File: src/rtl/pipe_run_ctrl.sv
// Run/step/breakpoint controller producing the single global pipeline enable for the 5-stage CPU.
// cpu_en is combinational from state and the breakpoint compare; commands are accepted when cmd_ready (never in STEP).
module pipe_run_ctrl #(
   parameter logic RUN_ON_RESET = 1'b1,
   parameter int   CNT_W        = 32
) (
   input  logic             clk,
   input  logic             rst,
   input  logic             cmd_valid,
   output logic             cmd_ready,
   input  logic [1:0]       cmd_op,
   input  logic [31:0]      cmd_arg,
   input  logic [31:0]      pc_IF,
   input  logic             ext_halt,
   output logic             cpu_en,
   output logic [1:0]       state,
   output logic [2:0]       halt_cause,
   output logic [CNT_W-1:0] cyc_cnt,
   output logic [31:0]      bp_addr_o,
   output logic             bp_en_o
);

   typedef enum logic [1:0] {
      ST_HALTED = 2'b00,
      ST_RUN    = 2'b01,
      ST_STEP   = 2'b10
   } state_t;

   localparam logic [1:0] OP_HALT   = 2'b00;
   localparam logic [1:0] OP_RUN    = 2'b01;
   localparam logic [1:0] OP_STEP   = 2'b10;
   localparam logic [1:0] OP_SET_BP = 2'b11;

   localparam logic [2:0] CAUSE_RESET = 3'd0;
   localparam logic [2:0] CAUSE_CMD   = 3'd1;
   localparam logic [2:0] CAUSE_STEP  = 3'd2;
   localparam logic [2:0] CAUSE_BP    = 3'd3;
   localparam logic [2:0] CAUSE_EXT   = 3'd4;

   state_t           state_q;
   logic [CNT_W-1:0] step_cnt;
   logic [CNT_W-1:0] step_arg;
   logic             skip;
   logic             bp_hit;
   logic             cmd_acc;
   logic             unused_ok;

   assign unused_ok = ^{cmd_arg[1], pc_IF[1:0]};
   assign state     = state_q;
   assign step_arg  = CNT_W'(cmd_arg);
   assign cmd_ready = (state_q != ST_STEP);
   assign cmd_acc   = cmd_valid & cmd_ready;

   // skip masks the breakpoint for the first enabled cycle after resuming, so we execute past it
   assign bp_hit = bp_en_o & (pc_IF[31:2] == bp_addr_o[31:2]) & ~skip;
   assign cpu_en = ((state_q == ST_RUN) | (state_q == ST_STEP)) & ~bp_hit;

   always_ff @(posedge clk or posedge rst) begin
      if (rst) begin
         state_q    <= RUN_ON_RESET ? ST_RUN : ST_HALTED;
         halt_cause <= CAUSE_RESET;
         cyc_cnt    <= '0;
         step_cnt   <= '0;
         bp_addr_o  <= '0;
         bp_en_o    <= 1'b0;
         skip       <= 1'b1;
      end else begin
         if (cpu_en) begin
            cyc_cnt <= cyc_cnt + CNT_W'(1);
            skip    <= 1'b0;
         end

         if (cmd_acc && cmd_op == OP_SET_BP) begin
            bp_addr_o <= {cmd_arg[31:2], 2'b00};
            bp_en_o   <= cmd_arg[0];
         end

         unique case (state_q)
            ST_HALTED: begin
               if (cmd_acc && cmd_op == OP_RUN) begin
                  state_q <= ST_RUN;
                  skip    <= 1'b1;
               end else if (cmd_acc && cmd_op == OP_STEP) begin
                  if (step_arg != '0) begin
                     state_q  <= ST_STEP;
                     step_cnt <= step_arg;
                     skip     <= 1'b1;
                  end else begin
                     halt_cause <= CAUSE_STEP;
                  end
               end
            end
            ST_RUN: begin
               if (bp_hit) begin
                  state_q    <= ST_HALTED;
                  halt_cause <= CAUSE_BP;
               end else if (ext_halt) begin
                  state_q    <= ST_HALTED;
                  halt_cause <= CAUSE_EXT;
               end else if (cmd_acc && cmd_op == OP_HALT) begin
                  state_q    <= ST_HALTED;
                  halt_cause <= CAUSE_CMD;
               end
            end
            ST_STEP: begin
               if (bp_hit) begin
                  state_q    <= ST_HALTED;
                  halt_cause <= CAUSE_BP;
                  step_cnt   <= '0;
               end else begin
                  // in STEP, no bp_hit means this edge is enabled
                  step_cnt <= step_cnt - CNT_W'(1);
                  if (ext_halt) begin
                     state_q    <= ST_HALTED;
                     halt_cause <= CAUSE_EXT;
                  end else if (step_cnt == CNT_W'(1)) begin
                     state_q    <= ST_HALTED;
                     halt_cause <= CAUSE_STEP;
                  end
               end
            end
            default: state_q <= ST_HALTED;
         endcase
      end
   end

endmodule

File: config.mk
export PLATFORM = sky130hd
export DESIGN_NAME = pipe_run_ctrl
export DESIGN_NICKNAME = d
export VERILOG_FILES = /design/src/rtl/pipe_run_ctrl.sv
export SDC_FILE = /design/constraint.sdc
export NUM_CORES = 1
export LEC_CHECK = 0
export CORE_ASPECT_RATIO = 2
export CORE_MARGIN = 5
export CORE_UTILIZATION = 53
export CTS_CLUSTER_SIZE = 25
export DETAILED_ROUTE_END_ITERATION = 12
export PLACE_DENSITY = 0.95
export SYNTH_ARGS = -nofsm -noshare
export SYNTH_HDL_FRONTEND = slang
export SYNTH_SLANG_ARGS = --single-unit
File: constraint.sdc
create_clock -name clk -period 11.9 [get_ports clk]
set_input_delay 3.57 -clock clk [delete_from_list [all_inputs] [get_ports clk]]
set_output_delay 3.57 -clock clk [all_outputs]
set_load 0.1 [all_outputs]
Word-level counts from Yosys, hierarchy flattened
Cells that the tools add are included.

operators by class
  add/sub/neg operators = 2
  eq/ne operators = 16
  multiplexer cells = 30
  bitwise operators = 7
  reductions and logical operators = 12

operators by type and width
  kind                                                                     number
  32-bit two-way mux                                                       4
  32-bit case mux with 2 select lines                                      1
  32-bit by 1-bit adder with 32-bit output (second input constant)         1
  32-bit by 1-bit equality test with 1-bit output (second input constant)  1
  32-bit nonzero test                                                      1
  32-bit by 1-bit subtractor with 32-bit output (second input constant)    1
  30-bit equality test                                                     1
  3-bit two-way mux                                                        9
  2-bit two-way mux                                                        9
  2-bit != test (second input constant)                                    5
  3-bit case mux with 3 select lines                                       1
  4-bit by 3-bit != test with 1-bit output (second input constant)         2
  4-bit AND reduction                                                      2
  2-bit equality test (second input constant)                              3
  3-bit != test (second input constant)                                    2
  2-bit case mux with 3 select lines                                       1
  6-bit AND reduction                                                      1
  1-bit two-way mux                                                        5
  1-bit AND                                                                4
  2-bit by 1-bit equality test with 1-bit output (second input constant)   2
  1-bit logical AND                                                        4
  2-bit zero test                                                          2
  3-bit nonzero test                                                       1
  1-bit inverter                                                           2
  other kinds (2)                                                          2

storage, ports and cells
  flip-flop bits (word level) = 101
  output and inout port bits = 72
  word-level logic and storage cells = 74

Logic depth before layout (Yosys ltp)
  depth in word-level cells = 10
  depth in mapped cells = 10

Worst setup path after synthesis
OpenSTA, ideal clock, no wires.

  path kind = input port to output port
  start = input pc_IF[6]
  end = output cpu_en
  data arrival time = 5773 ps
  setup slack = 2557 ps
  stages = 5
  path buffers = 1
  cell sequence = xnor2_1 > nand4_1 > nor4_1 > clkbuf_1 > a21oi_1

on the way
  longest elaborated chain between the ends = 5

ends and longest elaborated chain
  item                    line  source
  from (decl)             13    input logic [31:0] pc_IF,
  30-bit equality test    55    assign bp_hit = bp_en_o & (pc_IF[31:2] == bp_addr_o[31:2]) & ~skip;
  1-bit AND (2 in a row)  55
  1-bit inverter          56    assign cpu_en = ((state_q == ST_RUN) | (state_q == ST_STEP)) & ~bp_hit;
  1-bit AND               56
  to (decl)               15    output logic cpu_en,

Every way passes these cells.

Final worst setup path
  start = input pc_IF[24]
  end = output cpu_en

Same word-level chain as after synthesis.

==> flow_summary.rst <==
.. list-table::
   :header-rows: 1

   * - Metric
     - Value
   * - Setup Buffers After CTS
     - 0
   * - Area fraction of the dominant cell type after synthesis
     - 0.450
   * - Worst clock skew on the final layout
     - 11.3 ps
   * - H-Tree Level Count
     - 3
   * - Post-synthesis area per instance
     - 9.98 sq um
   * - Root Buffer
     - sky130_fd_sc_hd__clkbuf_16
   * - Number of clock sinks
     - 101
   * - Detailed Route WL
     - 18000 um
   * - Final Cell Area
     - 7280 sq um
   * - Synth warnings
     - 0
   * - Top cells by area, synth
     - sky130_fd_sc_hd__dfrtp_1 45%, sky130_fd_sc_hd__xnor2_1 6.5%, sky130_fd_sc_hd__mux2_2 4.9%
   * - Most frequent cells in the layout
     - 137 x sky130_fd_sc_hd__clkdlybuf4s50_1, 99 x sky130_fd_sc_hd__dfrtp_1, 41 x sky130_fd_sc_hd__xnor2_1, 41 x sky130_fd_sc_hd__o21ai_0, 37 x sky130_fd_sc_hd__nand2_1
   * - Post-Route Setup TNS
     - 0 ps
   * - Destination of the worst register-to-register timing path
     - step_cnt[2]
   * - WHS Path Cells
     - 1
   * - Min Tclk post-route
     - 10010 ps
   * - Synth Register Bits
     - 101
   * - Total cell area at the placement stage
     - 6990 sq um
   * - Data arrival at the endpoint of the critical path
     - 6440 ps
   * - Hold buffer count at cts
     - 0
   * - Hold Path Sink
     - cyc_cnt[31]
   * - Final-layout fill cell count
     - 692
   * - Clock insertion delay at the later pin of the skew report
     - 350 ps
   * - Number of nets still failing antenna checks after routing
     - 0
   * - Worst reg2reg setup slack
     - 8040 ps
   * - Number of enable flip-flop cells after synthesis
     - 0
   * - Maximum clock insertion buffer count
     - 2
   * - Initial antenna violation count
     - 0
   * - Placer congestion estimate
     - 0.907
   * - Worst hold slack
     - 484 ps
   * - Clock tree from TritonCTS
     - done
   * - Number of placement rows
     - 52
   * - Floorplan die height
     - 154 um
   * - Overflow after GRT
     - 0
   * - Source of the worst register-to-register timing path
     - state[0]
   * - Worst-margin pin slew
     - 1330 ps
   * - Via count
     - 5255
   * - Area leader, netlist
     - sky130_fd_sc_hd__dfrtp_1
   * - Max cap viols
     - 0
   * - Avg WL per Cell
     - 22.0 um
   * - Proportion of synthesized chip area in sequential cells
     - 0.459
   * - DRC marker count from the first detailed-route iteration
     - 500
   * - Setup CP Type
     - in2out
   * - Total power per unit cell area
     - 280 nW/um^2
   * - Worst Path Max Fanout
     - 12
   * - Proportion of layout cells with a drive suffix above 1
     - 0.0833
   * - Clock edge transition at the registers on the reported setup and hold paths
     - 70 ps
   * - Post-synthesis instance area
     - 5510 sq um
   * - Total CTS buffers
     - 9
   * - Residual DRC count
     - 0
   * - Total iterations of the first detailed-routing run
     - 7
   * - Dominant synthesized flop cell
     - sky130_fd_sc_hd__dfrtp_1
   * - Outcome
     - finished, final reports clean
   * - Max Freq
     - 99.9 MHz
   * - Static leakage
     - 0.00280 uW
   * - Worst Setup Start Kind
     - input port
   * - Count of boundary I/O pins
     - 142
   * - Area of the core region
     - 10100 sq um
   * - Post-cts sizing count
     - 0
   * - Post-Synthesis Cells
     - 552
   * - Antenna cells
     - 0
   * - Worst min path class
     - reg2reg
   * - Worst path required time
     - 8330 ps
   * - Headroom to the max-slew limit
     - 0.113
   * - Count of input and output buffers
     - 137
   * - Final Max Tran Viols
     - 0
   * - Final total power
     - 2040 uW
   * - Number of failing setup endpoints in the final timing report
     - 0
   * - Least setup slack across all paths after layout
     - 1890 ps
   * - Via count of the first global-routing pass
     - 5616
   * - Area delta synth->final
     - 32.1%
   * - Dpl ws
     - 1950 ps
   * - Crit share post-route
     - 0.841
   * - Worst IR Drop VDD
     - 0.000295 V
   * - Worst Hold Launch
     - cyc_cnt[31]
   * - Die boundary width
     - 82.1 um
   * - Worst r2r path cells
     - 8
   * - Area of the die
     - 12700 sq um
   * - Fraction of registers with async set or reset after synthesis
     - 1.00
   * - Effective utilization at floorplan
     - 0.543
   * - RSZ-0062 raised after global routing
     - no
   * - Via density
     - 6.42
   * - Most common cell after layout, fill and taps aside
     - sky130_fd_sc_hd__clkdlybuf4s50_1
   * - Global-route usage over all layers
     - 0.293
   * - Number of nets at the end of the flow
     - 756
   * - First-pass GRT wire length
     - 28500 um
   * - CP Capture Type
     - primary output
   * - Post-DP HPWL
     - 13200 um
   * - Final hold vios
     - 0
   * - Largest net degree at the start of global routing
     - 73
   * - Unique masters post-synth
     - 56
synthesized netlist by cell type, types with 3 or more instances:
| cell | instances |
|---|---|
| sky130_fd_sc_hd__dfrtp_1 | 99 |
| sky130_fd_sc_hd__o21ai_0 | 41 |
| sky130_fd_sc_hd__xnor2_1 | 41 |
| sky130_fd_sc_hd__nand2_1 | 37 |
| sky130_fd_sc_hd__nor2_1 | 30 |
| sky130_fd_sc_hd__nor3_1 | 28 |
| sky130_fd_sc_hd__a22o_1 | 25 |
| sky130_fd_sc_hd__mux2_2 | 24 |
| sky130_fd_sc_hd__clkbuf_1 | 23 |
| sky130_fd_sc_hd__inv_1 | 23 |
| sky130_fd_sc_hd__nor4_1 | 21 |
| sky130_fd_sc_hd__xor2_1 | 20 |
| sky130_fd_sc_hd__nand3_1 | 17 |
| sky130_fd_sc_hd__nand4_1 | 12 |
| sky130_fd_sc_hd__a21oi_1 | 9 |
| sky130_fd_sc_hd__o32ai_1 | 8 |
| sky130_fd_sc_hd__or3_1 | 8 |
| sky130_fd_sc_hd__a221o_1 | 7 |
| sky130_fd_sc_hd__ha_1 | 7 |
| sky130_fd_sc_hd__and4_1 | 5 |
| sky130_fd_sc_hd__a211oi_1 | 4 |
| sky130_fd_sc_hd__a21o_1 | 4 |
| sky130_fd_sc_hd__and3_1 | 4 |
| sky130_fd_sc_hd__a32o_1 | 3 |
| sky130_fd_sc_hd__mux2_1 | 3 |
| sky130_fd_sc_hd__nand4b_1 | 3 |
| sky130_fd_sc_hd__o2bb2ai_1 | 3 |
| sky130_fd_sc_hd__or4_1 | 3 |
cell type report:
cell class              instances  area (sq um)  share of cell area
flip-flops and latches        101          2530               0.348
well taps                     135           169              0.0232
multi-input cells             401          2790               0.383
repair buffers                143          1420               0.195
clock inverters                 6          57.6             0.00791
inverters                      23          88.8              0.0122
clock buffers                  10           229              0.0315
per-stage QoR:
step	std cells	utilization
finish	819	0.717
floorplan	553	-
global placement	803	0.689
CTS	819	0.717
detailed placement	803	0.689
global route	819	0.717
worst max-delay path, cell delays in order:
cell	delay, ps
sky130_fd_sc_hd__clkdlybuf4s50_1	450
sky130_fd_sc_hd__xnor2_1	140
sky130_fd_sc_hd__nand4_1	130
sky130_fd_sc_hd__nor4_2	70
sky130_fd_sc_hd__buf_4	190
sky130_fd_sc_hd__a21oi_1	620
sky130_fd_sc_hd__clkdlybuf4s50_1	1270
flip-flops by register name, indices dropped and copies added (netlist names):
signal      cells
bp_addr_o      30
bp_en_o         1
cyc_cnt        32
halt_cause      3
skip            1
state           2
step_cnt       32
where the power goes:
group,internal [uW],switching (uW)
registers,463,138
logic,336,817
clock network,147,139
metal layers:
| metal | GRT usage | wire length [um] | part of all wire |
|---|---|---|---|
| met1 | 0.315 | 5900 | 0.33 |
| met2 | 0.487 | 9140 | 0.51 |
| met3 | 0.0704 | 1490 | 0.083 |
| met4 | 0.207 | 1460 | 0.081 |
| met5 | 0 | 0 | 0 |
cell families (layout without fill, tap and decap cells):
logic type,count (synthesis),in the layout,synth area share
adder cells (fa/ha/maj),7,7,0.0159
multiplexers,27,27,0.0552
flip-flops,101,101,0.459
AO/OA/AOI/OAI,121,121,0.159
XOR/XNOR,61,61,0.0970
other,1,2,0.000681
buffers and inverters,51,182,0.0366
AND/OR/NAND/NOR,183,183,0.176
how the worst max path moves through the flow:
stage | from | cells past startpoint | to
6_report | pc_IF[24] | 7 | cpu_en
5_1_grt | pc_IF[24] | 7 | cpu_en
4_1_cts | pc_IF[24] | 7 | cpu_en
3_5_place_dp | pc_IF[24] | 7 | cpu_en
3_3_place_gp | pc_IF[24] | 7 | cpu_en
2_1_floorplan | pc_IF[6] | 5 | cpu_en
Note: power is estimated with default switching activity, not from simulation.
